===== src/rtl/sevenseg_pkg.sv =====
// sevenseg_pkg: shared constants, glyph table and FSM state type for the
// seven-segment capture path and the display driver self-check.
package sevenseg_pkg;

  localparam int unsigned DIGITS   = 4;
  localparam int unsigned NIBBLE_W = 4;
  localparam int unsigned SEG_W    = 7;

  // Active-high gfedcba patterns for hex digits 0..F.
  localparam logic [SEG_W-1:0] GLYPH_TABLE [16] = '{
    7'h3F, 7'h06, 7'h5B, 7'h4F, 7'h66, 7'h6D, 7'h7D, 7'h07,
    7'h7F, 7'h6F, 7'h77, 7'h7C, 7'h39, 7'h5E, 7'h79, 7'h71
  };

  typedef enum logic {
    ST_HUNT,
    ST_COLLECT
  } state_t;

endpackage


===== src/rtl/sevenseg_capture_if.sv =====
// sevenseg_capture_if: display bus (anodes/segments) plus captured-frame
// outputs. Optional decimal-point lines under SEVENSEG_DP_EN.
interface sevenseg_capture_if;
  import sevenseg_pkg::*;

  logic [DIGITS-1:0]          an_i;
  logic [SEG_W-1:0]           seg_i;
  logic [DIGITS*NIBBLE_W-1:0] frame_o;
  logic                       frame_valid_o;
  logic                       seg_err_o;
  logic [1:0]                 digit_idx_o;
`ifdef SEVENSEG_DP_EN
  logic                       dp_i;
  logic [DIGITS-1:0]          dp_o;

  modport master (output an_i, seg_i, dp_i,
                  input  frame_o, frame_valid_o, seg_err_o, digit_idx_o, dp_o);
  modport slave  (input  an_i, seg_i, dp_i,
                  output frame_o, frame_valid_o, seg_err_o, digit_idx_o, dp_o);
`else
  modport master (output an_i, seg_i,
                  input  frame_o, frame_valid_o, seg_err_o, digit_idx_o);
  modport slave  (input  an_i, seg_i,
                  output frame_o, frame_valid_o, seg_err_o, digit_idx_o);
`endif

endinterface


===== src/rtl/sevenseg_glyph_decode.sv =====
// sevenseg_glyph_decode: active-high gfedcba pattern to hex nibble with a
// legal flag; any pattern outside the glyph table is illegal.
module sevenseg_glyph_decode
  import sevenseg_pkg::*;
(
  input  logic [SEG_W-1:0]    i_pattern,
  output logic [NIBBLE_W-1:0] o_nibble,
  output logic                o_legal
);

  // Table search; glyphs are unique so at most one entry matches.
  always_comb begin
    o_nibble = '0;
    o_legal  = 1'b0;
    for (int unsigned i = 0; i < 16; i++) begin
      if (i_pattern == GLYPH_TABLE[i]) begin
        o_nibble = NIBBLE_W'(i);
        o_legal  = 1'b1;
      end
    end
  end

endmodule


===== src/rtl/sevenseg_capture.sv =====
// sevenseg_capture: rebuilds the 4-digit hex frame from a multiplexed
// seven-segment bus. Optional macro SEVENSEG_DP_EN adds per-digit decimal
// point capture (dp_i sampled with the bus, dp_o updated with frame_o).
module sevenseg_capture
  import sevenseg_pkg::*;
#(
  parameter int unsigned STABLE_CYCLES = 4,
  parameter int unsigned SYNC_STAGES   = 2
)(
  input  logic              system1000,
  input  logic              system1000_rstn,
  sevenseg_capture_if.slave bus
);

`ifdef SEVENSEG_DP_EN
  localparam int unsigned SAMPLE_W = SEG_W + DIGITS + 1;
`else
  localparam int unsigned SAMPLE_W = SEG_W + DIGITS;
`endif
  localparam logic [7:0] CNT_MAX = 8'(STABLE_CYCLES);

  logic [SAMPLE_W-1:0] w_pin;
  logic [SAMPLE_W-1:0] r_sync [SYNC_STAGES];
  logic [SAMPLE_W-1:0] w_s;
  logic [SAMPLE_W-1:0] r_p;
  logic [7:0]          r_cnt;
  logic                w_same;
  logic                w_accept;

  logic [DIGITS-1:0]   w_an_lo;
  logic                w_blank;
  logic                w_onehot;
  logic [1:0]          w_k;
  logic [SEG_W-1:0]    w_pattern;
  logic [NIBBLE_W-1:0] w_nibble;
  logic                w_legal;

  state_t                          r_state;
  logic [1:0]                      r_exp;
  logic                            r_bad;
  logic [DIGITS-1:0][NIBBLE_W-1:0] r_nib;
  logic [DIGITS*NIBBLE_W-1:0]      r_frame;
  logic                            r_frame_valid;
  logic                            r_seg_err;
  logic [1:0]                      r_idx;

`ifdef SEVENSEG_DP_EN
  logic                w_dp;
  logic [DIGITS-1:0]   r_dpd;
  logic [DIGITS-1:0]   r_dp_out;
  assign w_pin   = {bus.dp_i, bus.an_i, bus.seg_i};
  assign w_dp    = ~w_s[SEG_W+DIGITS];
  assign bus.dp_o = r_dp_out;
`else
  assign w_pin   = {bus.an_i, bus.seg_i};
`endif

  assign w_s = r_sync[SYNC_STAGES-1];

  // Pin synchroniser plus one-cycle delayed copy for change detection.
  always_ff @(posedge system1000 or negedge system1000_rstn) begin
    if (!system1000_rstn) begin
      for (int unsigned i = 0; i < SYNC_STAGES; i++) r_sync[i] <= '1;
      r_p <= '1;
    end else begin
      r_sync[0] <= w_pin;
      for (int unsigned i = 1; i < SYNC_STAGES; i++) r_sync[i] <= r_sync[i-1];
      r_p <= w_s;
    end
  end

  // r_cnt is the run length of S including the current sample; a change
  // starts a new run of one, so ACCEPT lands on the STABLE_CYCLES-th
  // identical sample and never repeats while the sample is held.
  assign w_same   = (w_s == r_p);
  assign w_accept = w_same && (r_cnt == CNT_MAX - 8'd1);

  // Stability run-length counter, saturating.
  always_ff @(posedge system1000 or negedge system1000_rstn) begin
    if (!system1000_rstn)      r_cnt <= '0;
    else if (!w_same)          r_cnt <= 8'd1;
    else if (r_cnt != CNT_MAX) r_cnt <= r_cnt + 8'd1;
  end

  assign w_an_lo   = ~w_s[SEG_W +: DIGITS];
  assign w_blank   = (w_an_lo == '0);
  assign w_onehot  = $onehot(w_an_lo);
  assign w_pattern = ~w_s[SEG_W-1:0];

  // Index of the active anode (meaningful only when exactly one is low).
  always_comb begin
    w_k = '0;
    for (int unsigned i = 0; i < DIGITS; i++) begin
      if (w_an_lo[i]) w_k = 2'(i);
    end
  end

  sevenseg_glyph_decode u_decode (
    .i_pattern (w_pattern),
    .o_nibble  (w_nibble),
    .o_legal   (w_legal)
  );

  // Frame assembly FSM with registered outputs.
  always_ff @(posedge system1000 or negedge system1000_rstn) begin
    if (!system1000_rstn) begin
      r_state       <= ST_HUNT;
      r_exp         <= '0;
      r_bad         <= 1'b0;
      r_nib         <= '0;
      r_frame       <= '0;
      r_frame_valid <= 1'b0;
      r_seg_err     <= 1'b0;
      r_idx         <= '0;
`ifdef SEVENSEG_DP_EN
      r_dpd         <= '0;
      r_dp_out      <= '0;
`endif
    end else begin
      r_frame_valid <= 1'b0;
      r_seg_err     <= 1'b0;
      if (w_accept && !w_blank) begin
        if (!w_onehot) begin
          r_seg_err <= 1'b1;
          r_state   <= ST_HUNT;
        end else begin
          if (!w_legal) r_seg_err <= 1'b1;
          if ((r_state == ST_COLLECT) && (w_k == r_exp)) begin
            r_nib[w_k] <= w_nibble;
`ifdef SEVENSEG_DP_EN
            r_dpd[w_k] <= w_dp;
`endif
            r_idx      <= w_k;
            if (w_k == 2'd3) begin
              if (!r_bad && w_legal) begin
                r_frame       <= {w_nibble, r_nib[2], r_nib[1], r_nib[0]};
                r_frame_valid <= 1'b1;
`ifdef SEVENSEG_DP_EN
                r_dp_out      <= {w_dp, r_dpd[2:0]};
`endif
              end
              r_exp <= '0;
              r_bad <= 1'b0;
            end else begin
              r_exp <= r_exp + 2'd1;
              r_bad <= r_bad | ~w_legal;
            end
          end else if (w_k == 2'd0) begin
            // HUNT start and out-of-order restart share this path.
            r_nib[0] <= w_nibble;
`ifdef SEVENSEG_DP_EN
            r_dpd[0] <= w_dp;
`endif
            r_idx    <= 2'd0;
            r_exp    <= 2'd1;
            r_bad    <= ~w_legal;
            r_state  <= ST_COLLECT;
          end else begin
            r_state <= ST_HUNT;
          end
        end
      end
    end
  end

  assign bus.frame_o       = r_frame;
  assign bus.frame_valid_o = r_frame_valid;
  assign bus.seg_err_o     = r_seg_err;
  assign bus.digit_idx_o   = r_idx;

endmodule


===== src/flat_wrapper.sv =====
// flat-port wrapper written by rule: the top's interface ports become plain ports
module sevenseg_capture_flat import sevenseg_pkg::*;
#(
  parameter int unsigned STABLE_CYCLES = 4,
  parameter int unsigned SYNC_STAGES   = 2
)
  (system1000, system1000_rstn, bus_an_i, bus_seg_i, bus_frame_o, bus_frame_valid_o, bus_seg_err_o, bus_digit_idx_o);
  sevenseg_capture_if bus_i ();
  input  logic system1000;
  input  logic system1000_rstn;
  input wire logic [$bits(bus_i.an_i)-1:0] bus_an_i;
  input wire logic [$bits(bus_i.seg_i)-1:0] bus_seg_i;
  output wire logic [$bits(bus_i.frame_o)-1:0] bus_frame_o;
  output wire logic [$bits(bus_i.frame_valid_o)-1:0] bus_frame_valid_o;
  output wire logic [$bits(bus_i.seg_err_o)-1:0] bus_seg_err_o;
  output wire logic [$bits(bus_i.digit_idx_o)-1:0] bus_digit_idx_o;
  assign bus_i.an_i = bus_an_i;
  assign bus_i.seg_i = bus_seg_i;
  assign bus_frame_o = bus_i.frame_o;
  assign bus_frame_valid_o = bus_i.frame_valid_o;
  assign bus_seg_err_o = bus_i.seg_err_o;
  assign bus_digit_idx_o = bus_i.digit_idx_o;
  sevenseg_capture #(.STABLE_CYCLES(STABLE_CYCLES), .SYNC_STAGES(SYNC_STAGES)) u_core (.system1000(system1000), .system1000_rstn(system1000_rstn), .bus(bus_i));
endmodule

===== config.mk =====
export PLATFORM = sky130hd
export DESIGN_NAME = sevenseg_capture_flat
export DESIGN_NICKNAME = d
export VERILOG_FILES = /design/src/rtl/sevenseg_pkg.sv /design/src/rtl/sevenseg_capture_if.sv /design/src/rtl/sevenseg_glyph_decode.sv /design/src/rtl/sevenseg_capture.sv /design/src/flat_wrapper.sv
export SDC_FILE = /design/constraint.sdc
export NUM_CORES = 1
export LEC_CHECK = 0
export ABC_AREA = 1
export CAP_MARGIN = 20
export CORE_MARGIN = 1.5
export CORE_UTILIZATION = 61
export DETAILED_ROUTE_END_ITERATION = 7
export PLACE_DENSITY = 0.82
export SKIP_LAST_GASP = 1
export SLEW_MARGIN = 10
export SYNTH_ARGS = -nofsm -noshare
export SYNTH_HDL_FRONTEND = slang
export SYNTH_SLANG_ARGS = --single-unit

===== constraint.sdc =====
create_clock -name system1000 -period 4.6 [get_ports system1000]
set_clock_uncertainty 0.2 [all_clocks]
set_input_delay 0.92 -clock system1000 [delete_from_list [all_inputs] [get_ports system1000]]
set_output_delay 0.92 -clock system1000 [all_outputs]
set_load 0.05 [all_outputs]

==> qor.yml <==
yosysTopAreaCell: "dfrtp_1"
holdCritPathClass: "register to register"
io_buffers: 32
met2WireLength_mm: 3.14
startpoint_type: "register"
p_leak_nw: 2.02
placed_area_um2: 3870
ios: 33
post_cts.repair.setup_buffers: 0
pwr-share-clk: 0.432
cap_violations: 0
synth_fp_nets: 415
clkSinkCount: 77
holdPathEnd: "u_core.w_s[1]$_DFF_PN1_"
crit_start: "u_core.w_s[8]$_DFF_PN1_"
syn_inst: 393
drc: 0
fin_area_um2: 4110
wl_met3_um: 234
syn_avg_cell_area_um2: 8.93
grt_pass1_vias: 2562
synth_ff_type: "dfrtp_1"
synthesis.area_um2: 3510
synth_cell_types: 34
rsz0062_at_grt: "false"
top_layer_used: "met4"
tightest_slew_ns: 0.895
cts_inserted_buffers: 9
rr_endpoint: "u_core.bus.frame_o[4]$_DFFE_PN0P_"
globalplace.congestion: 0.896
final.setup.tns_ns: 0
final_common_cell: "nand2_1"
vias: 2644
holdBufCountCts: 0
num_rows: 27
peakVddDrop_mv: 0.374
dp_hpwl_mm: 4.45
floorplan.die.height_um: 78.9
overflow: 0
cts_resized: 0
firstDrtPassIters: 5
antenna_found_initial: 0
grt_use_total: 0.233
p_seq_frac: 0.515
wire_per_inst_um: 12.5
wirelength_mm: 6.36
clk_pin_slew_worst_paths_ns: 0.08
post-route-period-util: 0.692
synth_top_cell_area_share: 0.314
synth-edff-count: 0
cts-htree-levels: 3
clockBufferDepth: 2
cp.arrival_ns: 3.23
slew_headroom: 0.403
powerDensity_nw_per_um2: 338
drive_gt1_frac: 0.169
synth_seq_cells: 77
clk_latency_ns: 0.35
wl_met1_mm: 2.85
worstSetupEndpointType: "register"
r2r_slack_ns: 1.42
hold_depth: 0
cts_tree: "yes"
syn2layout_area_growth_pct: 17.1
core_um2: 5540
root_buffer: "clkbuf_8"
min_from: "u_core.r_sync[12]$_DFF_PN1_"
switchingPower_mw: 0.304
start_util: 0.633
crit_type: "register to register"
synth-seq-area-share: 0.561
p_sw_frac: 0.219
cell_internal_pwr_mw: 1.09
comb_power_share: 0.053
synthArstFlopShare: 1.00
max_freq_mhz: 314
die_x_um: 78.9
min_period_ns: 3.18
worstPathRequired_ns: 4.64
grt_max_degree: 45
finalPower_mw: 1.39
nets: 454
rr_startpoint: "u_core.w_s[8]$_DFF_PN1_"
synth_area_leaders: "dfrtp_1 31%, dfstp_2 25%, nand2_1 13%, nand3_1 4.3%, inv_1 4.2%"
worst_r2r_path_depth: 10
finalHoldViolations: 0
yosys_warnings: 0
final_cell_mix: "118 x nand2_1, 44 x dfrtp_1, 39 x inv_1"
ant_nets: 0
setup_viol: 0
die_area_um2: 6220
avgViaCountPerCell: 5.19
diodes: 0
grt_pass1_wl_mm: 11.1
status: "complete, no violations"
first_iter_violations: 191
critPathMaxFanout: 23
drv_slew: 0
hold_ws_ns: 0.158
-- critical path: stages (launching register included) --
cell and delay (ns):
dfstp_2 0.59, inv_2 0.05, ha_1 0.27, ha_1 0.21
fa_1 0.43, nor3_1 0.32, inv_1 0.19, nor2_8 0.35
nand3_4 0.26, nand2_1 0.14, nand2_1 0.06
-- sequential cells by signal, indices dropped and copies added (netlist names) --
| register | flops |
|---|---|
| u_core.r_p | 11 |
| u_core.r_bad | 1 |
| u_core.r_sync | 11 |
| u_core.w_s | 11 |
| u_core.bus.seg_err_o | 1 |
| u_core.r_state | 1 |
| u_core.r_nib | 12 |
| u_core.bus.frame_valid_o | 1 |
| u_core.bus.digit_idx_o | 2 |
| u_core.bus.frame_o | 16 |
| u_core.r_cnt | 8 |
| u_core.r_exp | 2 |
-- synthesized netlist by cell type (2+ instances only) --
cell and n:
nand2_1 118, dfrtp_1 44, inv_1 39, dfstp_2 33, nor2_1 33, nand3_1 30, o21ai_1 14, inv_2 12
nor3_1 9, o21ai_0 9, a21oi_1 8, ha_1 8, xnor2_1 5, nand4_1 4, nand3_2 3, buf_6 2
nand2_2 2, nor2_4 2, nor4_1 2, o211ai_1 2
-- metrics by stage --
step	setup slack, ns	utilization	std cells
after floorplan	1.82	-	393
final	1.42	0.742	509
after detailed placement	1.42	0.699	493
after global routing	1.13	0.742	509
after global placement	1.50	0.699	493
after CTS	1.39	0.742	509
-- layout make-up --
cell class,instances,area (µm²)
Tap cell,72,90.1
Timing Repair Buffer,33,323
Inverter,52,195
Fill cell,419,1430
Multi-Input combinational cell,259,1300
Clock buffer,9,124
Sequential cell,77,1970
Clock inverter,7,114
-- how the worst max path moves through the flow --
stage | end | slack [ns] | depth (start not counted)
after detailed placement | u_core.bus.frame_o[8]$_DFFE_PN0P_ | 1.42 | 10
final | u_core.bus.frame_o[4]$_DFFE_PN0P_ | 1.42 | 10
after global routing | u_core.bus.frame_o[4]$_DFFE_PN0P_ | 1.13 | 10
after global placement | u_core.bus.frame_o[12]$_DFFE_PN0P_ | 1.50 | 10
after floorplan | u_core.bus.frame_o[10]$_DFFE_PN0P_ | 1.82 | 11
after CTS | u_core.bus.frame_o[4]$_DFFE_PN0P_ | 1.39 | 10
-- kinds of logic (layout without fill, tap and decap cells) --
| logic type | Yosys count | after routing | share of synthesized area |
|---|---|---|---|
| buf+inv | 57 | 101 | 0.0699 |
| xor+xnor | 6 | 6 | 0.0150 |
| simple gates | 208 | 208 | 0.265 |
| compound gates | 36 | 36 | 0.0553 |
| flops | 77 | 77 | 0.561 |
| fa+ha+maj | 9 | 9 | 0.0342 |
-- power groups by stage --
| stage | sequential, mW | combinational (mW) | clock (mW) |
|---|---|---|---|
| after floorplan | 0.725 | 0.0433 | 0 |
| after global placement | 0.727 | 0.0725 | 0 |
| after detailed placement | 0.729 | 0.0744 | 0 |
| after CTS | 0.716 | 0.0750 | 0.611 |
| after global routing | 0.719 | 0.0848 | 0.644 |
| final | 0.716 | 0.0735 | 0.601 |
-- routing by layer --
| metal | track usage | vias up |
|---|---|---|
| li1 | - | 1316 |
| met1 | 0.291 | 1253 |
| met2 | 0.389 | 61 |
| met3 | 0.0586 | 14 |
| met4 | 0.0930 | 0 |
| met5 | 0 | - |
Power figures use the tool's default switching activity.
